[src/rtl/dp_pkg.sv]
// Shared constants for the two-stage datapath core: op_code field encodings
// and flag bit positions.
package dp_pkg;

  localparam logic DP_ARITH = 1'b0;
  localparam logic DP_LOGIC = 1'b1;

  // Arithmetic-mode Y operand selects
  localparam logic [1:0] Y_ZERO = 2'b00;
  localparam logic [1:0] Y_B    = 2'b01;
  localparam logic [1:0] Y_NB   = 2'b10;
  localparam logic [1:0] Y_ONES = 2'b11;

  // Logic-mode function selects
  localparam logic [1:0] L_AND = 2'b00;
  localparam logic [1:0] L_OR  = 2'b01;
  localparam logic [1:0] L_XOR = 2'b10;
  localparam logic [1:0] L_NOT = 2'b11;

  localparam int FLAG_Z = 3;
  localparam int FLAG_N = 2;
  localparam int FLAG_C = 1;
  localparam int FLAG_V = 0;

endpackage

[src/rtl/dp_pipe_core_if.sv]
// Issue/result bundle between the instruction sequencer (master) and the
// datapath core (slave).
interface dp_pipe_core_if #(
  parameter int DATA_W = 8,
  parameter int ADDR_W = 3
);
  logic              op_valid;
  logic [3:0]        op_code;
  logic [ADDR_W-1:0] A_addr;
  logic [ADDR_W-1:0] B_addr;
  logic [ADDR_W-1:0] D_addr;
  logic              nWE;
  logic              use_imm;
  logic [DATA_W-1:0] imm;
  logic              res_valid;
  logic [DATA_W-1:0] res_data;
  logic [3:0]        flags;

  modport master (
    output op_valid, op_code, A_addr, B_addr, D_addr, nWE, use_imm, imm,
    input  res_valid, res_data, flags
  );

  modport slave (
    input  op_valid, op_code, A_addr, B_addr, D_addr, nWE, use_imm, imm,
    output res_valid, res_data, flags
  );
endinterface

[src/rtl/dp_alu.sv]
// Combinational arithmetic/logic unit: G = A + Y + C_in in arith mode,
// bitwise function of A/B in logic mode, plus {Z,N,C,V}.
module dp_alu
  import dp_pkg::*;
#(
  parameter int DATA_W = 8
) (
  input  logic [DATA_W-1:0] a,
  input  logic [DATA_W-1:0] b,
  input  logic [3:0]        op_code,
  output logic [DATA_W-1:0] g,
  output logic [3:0]        flags
);

  logic              mode;
  logic [1:0]        sel;
  logic              c_in;
  logic [DATA_W-1:0] y;
  logic [DATA_W:0]   sum;

  assign mode = op_code[3];
  assign sel  = op_code[2:1];
  assign c_in = op_code[0];

  always_comb begin
    y     = '0;
    g     = '0;
    flags = '0;
    case (sel)
      Y_ZERO:  y = '0;
      Y_B:     y = b;
      Y_NB:    y = ~b;
      default: y = '1;
    endcase
    sum = {1'b0, a} + {1'b0, y} + {{DATA_W{1'b0}}, c_in};

    if (mode == DP_ARITH) begin
      g              = sum[DATA_W-1:0];
      flags[FLAG_C]  = sum[DATA_W];
      flags[FLAG_V]  = (a[DATA_W-1] == y[DATA_W-1]) && (sum[DATA_W-1] != a[DATA_W-1]);
    end else begin
      // C_in is a don't-care here; C and V stay cleared
      case (sel)
        L_AND:   g = a & b;
        L_OR:    g = a | b;
        L_XOR:   g = a ^ b;
        default: g = ~a;
      endcase
    end
    flags[FLAG_Z] = (g == '0);
    flags[FLAG_N] = g[DATA_W-1];
  end

endmodule

[src/rtl/dp_pipe_core.sv]
// Two-stage datapath: register file + operand capture (stage 1), ALU execute
// with registered result/flags and write-back (stage 2), with same-register bypass.
module dp_pipe_core
  import dp_pkg::*;
#(
  parameter  int DATA_W  = 8,
  parameter  int REG_CNT = 8,
  localparam int ADDR_W  = $clog2(REG_CNT)
) (
  input  logic              clk,
  input  logic              nRST,
  dp_pipe_core_if.slave     bus,
  input  logic [ADDR_W-1:0] dbg_addr,
  output logic [DATA_W-1:0] dbg_data
);

  logic [DATA_W-1:0] rf_q [REG_CNT];
  logic [DATA_W-1:0] rf_d [REG_CNT];

  logic              s1_valid_q, s1_valid_d;
  logic [3:0]        s1_op_q, s1_op_d;
  logic [ADDR_W-1:0] s1_dst_q, s1_dst_d;
  logic              s1_nwe_q, s1_nwe_d;
  logic [DATA_W-1:0] s1_a_q, s1_a_d;
  logic [DATA_W-1:0] s1_b_q, s1_b_d;

  logic              res_valid_q, res_valid_d;
  logic [DATA_W-1:0] res_data_q, res_data_d;
  logic [3:0]        flags_q, flags_d;

  logic [DATA_W-1:0] alu_g;
  logic [3:0]        alu_flags;
  logic              byp_a, byp_b;

  dp_alu #(.DATA_W(DATA_W)) u_alu (
    .a       (s1_a_q),
    .b       (s1_b_q),
    .op_code (s1_op_q),
    .g       (alu_g),
    .flags   (alu_flags)
  );

  always_comb begin
    // Only stage 1 can be in flight, so it is always the youngest producer
    byp_a = s1_valid_q && !s1_nwe_q && (s1_dst_q == bus.A_addr);
    byp_b = s1_valid_q && !s1_nwe_q && (s1_dst_q == bus.B_addr) && !bus.use_imm;

    s1_valid_d = bus.op_valid;
    s1_op_d    = s1_op_q;
    s1_dst_d   = s1_dst_q;
    s1_nwe_d   = s1_nwe_q;
    s1_a_d     = s1_a_q;
    s1_b_d     = s1_b_q;
    if (bus.op_valid) begin
      s1_op_d  = bus.op_code;
      s1_dst_d = bus.D_addr;
      s1_nwe_d = bus.nWE;
      s1_a_d   = byp_a ? alu_g : rf_q[bus.A_addr];
      if (bus.use_imm)
        s1_b_d = bus.imm;
      else
        s1_b_d = byp_b ? alu_g : rf_q[bus.B_addr];
    end

    res_valid_d = s1_valid_q;
    res_data_d  = res_data_q;
    flags_d     = flags_q;
    rf_d        = rf_q;
    if (s1_valid_q) begin
      res_data_d = alu_g;
      flags_d    = alu_flags;
      if (!s1_nwe_q)
        rf_d[s1_dst_q] = alu_g;
    end
  end

  always_ff @(posedge clk or negedge nRST) begin
    if (!nRST) begin
      for (int i = 0; i < REG_CNT; i++)
        rf_q[i] <= '0;
      s1_valid_q  <= 1'b0;
      s1_op_q     <= '0;
      s1_dst_q    <= '0;
      s1_nwe_q    <= 1'b1;
      s1_a_q      <= '0;
      s1_b_q      <= '0;
      res_valid_q <= 1'b0;
      res_data_q  <= '0;
      flags_q     <= '0;
    end else begin
      for (int i = 0; i < REG_CNT; i++)
        rf_q[i] <= rf_d[i];
      s1_valid_q  <= s1_valid_d;
      s1_op_q     <= s1_op_d;
      s1_dst_q    <= s1_dst_d;
      s1_nwe_q    <= s1_nwe_d;
      s1_a_q      <= s1_a_d;
      s1_b_q      <= s1_b_d;
      res_valid_q <= res_valid_d;
      res_data_q  <= res_data_d;
      flags_q     <= flags_d;
    end
  end

  assign bus.res_valid = res_valid_q;
  assign bus.res_data  = res_data_q;
  assign bus.flags     = flags_q;
  assign dbg_data      = rf_q[dbg_addr];

endmodule
[src/flat_wrapper.sv]
// flat-port wrapper written by rule: the top's interface ports become plain ports
module dp_pipe_core_flat import dp_pkg::*;
#(
  parameter  int DATA_W  = 8,
  parameter  int REG_CNT = 8,
  localparam int ADDR_W  = $clog2(REG_CNT)
)
  (clk, nRST, dbg_addr, dbg_data, bus_op_valid, bus_op_code, bus_A_addr, bus_B_addr, bus_D_addr, bus_nWE, bus_use_imm, bus_imm, bus_res_valid, bus_res_data, bus_flags);
  dp_pipe_core_if #(.DATA_W(DATA_W)) bus_i ();
  input  logic clk;
  input  logic nRST;
  input  logic [ADDR_W-1:0] dbg_addr;
  output logic [DATA_W-1:0] dbg_data;
  input wire logic [$bits(bus_i.op_valid)-1:0] bus_op_valid;
  input wire logic [$bits(bus_i.op_code)-1:0] bus_op_code;
  input wire logic [$bits(bus_i.A_addr)-1:0] bus_A_addr;
  input wire logic [$bits(bus_i.B_addr)-1:0] bus_B_addr;
  input wire logic [$bits(bus_i.D_addr)-1:0] bus_D_addr;
  input wire logic [$bits(bus_i.nWE)-1:0] bus_nWE;
  input wire logic [$bits(bus_i.use_imm)-1:0] bus_use_imm;
  input wire logic [$bits(bus_i.imm)-1:0] bus_imm;
  output wire logic [$bits(bus_i.res_valid)-1:0] bus_res_valid;
  output wire logic [$bits(bus_i.res_data)-1:0] bus_res_data;
  output wire logic [$bits(bus_i.flags)-1:0] bus_flags;
  assign bus_i.op_valid = bus_op_valid;
  assign bus_i.op_code = bus_op_code;
  assign bus_i.A_addr = bus_A_addr;
  assign bus_i.B_addr = bus_B_addr;
  assign bus_i.D_addr = bus_D_addr;
  assign bus_i.nWE = bus_nWE;
  assign bus_i.use_imm = bus_use_imm;
  assign bus_i.imm = bus_imm;
  assign bus_res_valid = bus_i.res_valid;
  assign bus_res_data = bus_i.res_data;
  assign bus_flags = bus_i.flags;
  dp_pipe_core #(.DATA_W(DATA_W), .REG_CNT(REG_CNT)) u_core (.clk(clk), .nRST(nRST), .bus(bus_i), .dbg_addr(dbg_addr), .dbg_data(dbg_data));
endmodule
[config.mk]
export PLATFORM = sky130hd
export DESIGN_NAME = dp_pipe_core_flat
export DESIGN_NICKNAME = d
export VERILOG_FILES = /design/src/rtl/dp_pkg.sv /design/src/rtl/dp_pipe_core_if.sv /design/src/rtl/dp_alu.sv /design/src/rtl/dp_pipe_core.sv /design/src/flat_wrapper.sv
export SDC_FILE = /design/constraint.sdc
export NUM_CORES = 1
export LEC_CHECK = 0
export CORE_MARGIN = 3
export CORE_UTILIZATION = 64
export DETAILED_ROUTE_END_ITERATION = 7
export MAX_ROUTING_LAYER = met4
export PLACE_DENSITY = 0.86
export SLEW_MARGIN = 20
export SYNTH_ARGS = -nofsm -noshare
export SYNTH_HDL_FRONTEND = slang
export SYNTH_HIERARCHICAL = 1
export SYNTH_SLANG_ARGS = --single-unit
export TNS_END_PERCENT = 20
[constraint.sdc]
create_clock -name clk -period 9.2 [get_ports clk]
set_input_delay 1.84 -clock clk [delete_from_list [all_inputs] [get_ports clk]]
set_output_delay 1.84 -clock clk [all_outputs]
set_load 0.005 [all_outputs]
==> key figures <==
Pwr
  • Sw Pwr: roughly 0.00080 W
  • Peak VDD IR: about 0.17 mV
  • Lkg Pwr: roughly 3.2 nW
  • Cell Pwr Density: about 280 nW/um^2
  • Gate power share: between 40% and 50%
  • Clock power frac: ~14%
  • Sequential power share: approximately 40%
  • Net Sw Frac: 38.1%
  • Internal power: between 0.001 and 0.0015 W

STA
  • Minimum clock period: roughly 5.8 ns
  • Worst-Margin Slew: ~1.1 ns
  • Hold Violations, Final: 0
  • Final Max Tran Viols: 0
  • Setup TNS: 0 ns
  • Max Clock Skew: ~0.012 ns
  • RSZ-0062 raised after global routing: no
  • Max_slew headroom: between 20% and 30%
  • Fin crit share: between 60% and 70%
  • Final setup vio count: 0
  • F_max: between 150 and 200 MHz

Flow run
  • Max-Cap Viols: 0

GRT
  • First-pass GRT wire length: roughly 26000 um
  • Initial antenna violation count: 0
  • Largest net degree at the start of global routing: between 60 and 70
  • Number of global-route vias before repair: 5018
  • GR Overflow Total: 0
  • Gr usage total: between 30% and 40%

Drt
  • Routed Antenna Nets: 0
  • Wire length per cell: ~23 um
  • Drt pass-1 iters: 8
  • Final WL: approximately 17000 um
  • DR DRC count: 0
  • Drt via density: 6.72
  • Via count: 4901
  • Drt initial violations: 505

Synthesis
  • Most common cell in the synthesized netlist: dfrtp_1
  • Number of synthesized flops with an enable pin: 0
  • Post-synth top cells: dfrtp_1, mux2_2, mux2i_1
  • Synth area leader: dfrtp_1
  • Post-synthesis sequential area ratio: 37.5%
  • Synth warn: 6
  • Mapped Cells: 571
  • Asr flop ratio synth: 100%
  • Count of different cell masters after synthesis: 60
  • Synth top area cells: dfrtp_1, mux2_2, mux4_2
  • Post-Syn Area per Cell: 11.9 sq um
  • Seq cells post-synth: 102
  • Post-Syn Nets: approximately 630
  • Synth top area share: between 30% and 40%
  • Syn Std Cell Area: a little under 7000 sq um
  • Synth Flop Type: dfrtp_1

Clock tree
  • H-tree depth: 3
  • CTS Root Buffer Type: clkbuf_8
  • TritonCTS Buffers: 9
  • Reg clk slew, reported paths: about 0.1 ns
  • # resized after CTS: 0
  • CTS tree: built
  • Post-CTS setup buffers: 0
  • Clock Sinks: approximately 100
  • Worst skew pair latency: roughly 0.37 ns
  • CTS Hold Bufs: 0
  • CTS Buffer Depth: 2

Layout
  • Area Overhead vs Synth: 9.31%
  • Utilization after layout: 72.1%
  • Layout net count: 642
  • N_diodes: 0
  • Layout cell share with drive strength beyond 1: approximately a quarter

Worst setup path
  • CP Class: in2out
  • RR Startpoint: u_core/s1_op_q[2]$_DFFE_PN0P_
  • CP arrival: 3.99 ns
  • CP Max Fanout: 16
  • Worst setup path startpoint: dbg_addr[1]
  • Worst setup EP type: output port
  • Critical Path RT: ~7.4 ns
  • Worst Setup Start Kind: input port
  • Reg-to-reg slack, setup: approximately 5.2 ns

Floorplan
  • Io pins: 50
  • Area of the core: 10300 sq um
  • Core Rows: 37
  • DIE AREA: between 10000 and 15000 sq um
  • Initial core utilization: around 66%
  • Die Wd: between 100 and 150 um
  • Die Ht: 109 um

Min path
  • Worst Hold Class: reg2reg
  • Hold_sp: u_core/bus.res_data[7]$_DFFE_PN0P_

Placement
  • Final HPWL DP: approximately 11000 um
  • Port Buffers: between 40 and 50
  • RD Place Congestion: 0.939

Outcome
  • Outcome: finished, final reports clean
==> path summary, 6_finish.rpt <==
kind,end,cells after the start
hold / removal,u_core/bus.res_data[7]$_DFFE_PN0P_,1
hold reg to reg,u_core/bus.res_data[7]$_DFFE_PN0P_,1
min in group asynchronous,u_core/bus.res_data[3]$_DFFE_PN0P_,1
setup reg to reg,u_core/bus.flags[3]$_DFFE_PN0P_,10
max in group asynchronous,u_core/rf_q[11]$_DFFE_PN0P_,2
setup / recovery,dbg_data[5],4
==> flip-flops by register name (all words and copies together) (netlist names) <==
name	cells
u_core/rf_q	64
u_core/bus.res_data	8
u_core/s1_a_q	8
u_core/s1_b_q	8
u_core/bus.flags	4
u_core/s1_op_q	4
u_core/s1_dst_q	3
u_core/bus.res_valid	1
u_core/res_valid_d	1
u_core/s1_nwe_q	1
==> layout make-up <==
type / count / area (sq um)
multi-input combinational: 397 / 3930
fill: 712 / 2880
sequential: 102 / 2550
timing repair buffer: 53 / 498
tap: 136 / 170
clock buffer: 11 / 141
inverter: 25 / 93.8
clock inverter: 5 / 57.6
==> worst max-delay path, stage by stage <==
cell and delay (ns):
clkdlybuf4s50_1 0.99, mux4_2 0.40, mux2_2 0.29, clkdlybuf4s50_1 0.46
==> power by group through the flow <==
| stage | registers, W | logic [W] | clock network [W] |
|---|---|---|---|
| floorplan | 0.000768 | 0.000683 | 0 |
| CTS | 0.000838 | 0.000935 | 0.000296 |
| detailed placement | 0.000848 | 0.000924 | 0 |
| global placement | 0.000828 | 0.000873 | 0 |
| global route | 0.000871 | 0.00103 | 0.000310 |
| finish | 0.000848 | 0.000952 | 0.000291 |
==> layer usage <==
layer	share of wire [%]	GRT usage (%)	wire length [um]	vias to the layer above
li1	-	-	-	2158
met1	40	38.3	6790	2453
met3	7.0	5.57	1190	51
met5	0	-	0	-
met4	2.8	11.9	467	0
met2	50	49.0	8430	239
==> kinds of logic after synthesis <==
kind of cell,after synthesis,share of synthesized area (%)
AOI/OAI and AO/OA,102,10.1
buffers and inverters,72,5.03
adders and majority gates,25,4.81
and+or+nand+nor,84,6.78
DFF,102,37.5
xor gates and xnor gates,10,1.29
muxes,176,34.5
==> cells in the final DEF (no fill, tap or decap), types with 2 or more instances in the layout <==
master / synthesis / layout
a211o_1: 2 / 2
a21oi_1: 17 / 17
a221o_1: 3 / 3
a22oi_1: 16 / 16
a31oi_1: 11 / 9
a31oi_2: 0 / 2
and2_1: 2 / 2
and2b_1: 3 / 3
buf_2: 14 / 4
buf_4: 3 / 5
clkbuf_8: 0 / 10
clkdlybuf4s50_1: 0 / 44
clkinv_2: 0 / 2
dfrtp_1: 101 / 101
fa_1: 2 / 2
ha_1: 23 / 23
inv_1: 25 / 25
mux2_1: 32 / 32
mux2_2: 69 / 69
mux2i_1: 39 / 39
mux4_1: 6 / 6
mux4_2: 29 / 29
nand2_1: 29 / 29
nand2_2: 2 / 2
nand3b_1: 2 / 2
nand4_1: 2 / 2
nor2_1: 20 / 20
nor2b_1: 7 / 7
nor3_1: 3 / 3
nor3b_4: 2 / 2
o211ai_1: 5 / 5
o21a_1: 11 / 11
o21ai_0: 15 / 15
o22ai_1: 5 / 5
o31ai_1: 9 / 9
xnor2_1: 6 / 6
xor2_1: 4 / 4
==> metrics by stage <==
| stage | total power [W] | setup slack, ns | cells | area [sq um] | hold slack [ns] |
|---|---|---|---|---|---|
| 2_1_floorplan | 0.00145 | 4.21 | 571 | 6810 | 0.444 |
| 3_3_place_gp | 0.00170 | 2.96 | 713 | 7240 | 0.492 |
| 3_5_place_dp | 0.00177 | 2.91 | 713 | 7240 | 0.502 |
| 4_1_cts | 0.00207 | 2.92 | 729 | 7440 | 0.521 |
| 5_1_grt | 0.00221 | 3.32 | 729 | 7450 | 0.531 |
| 6_report | 0.00209 | 3.37 | 729 | 7450 | 0.520 |
No activity file was read; power rests on OpenSTA's default activity.
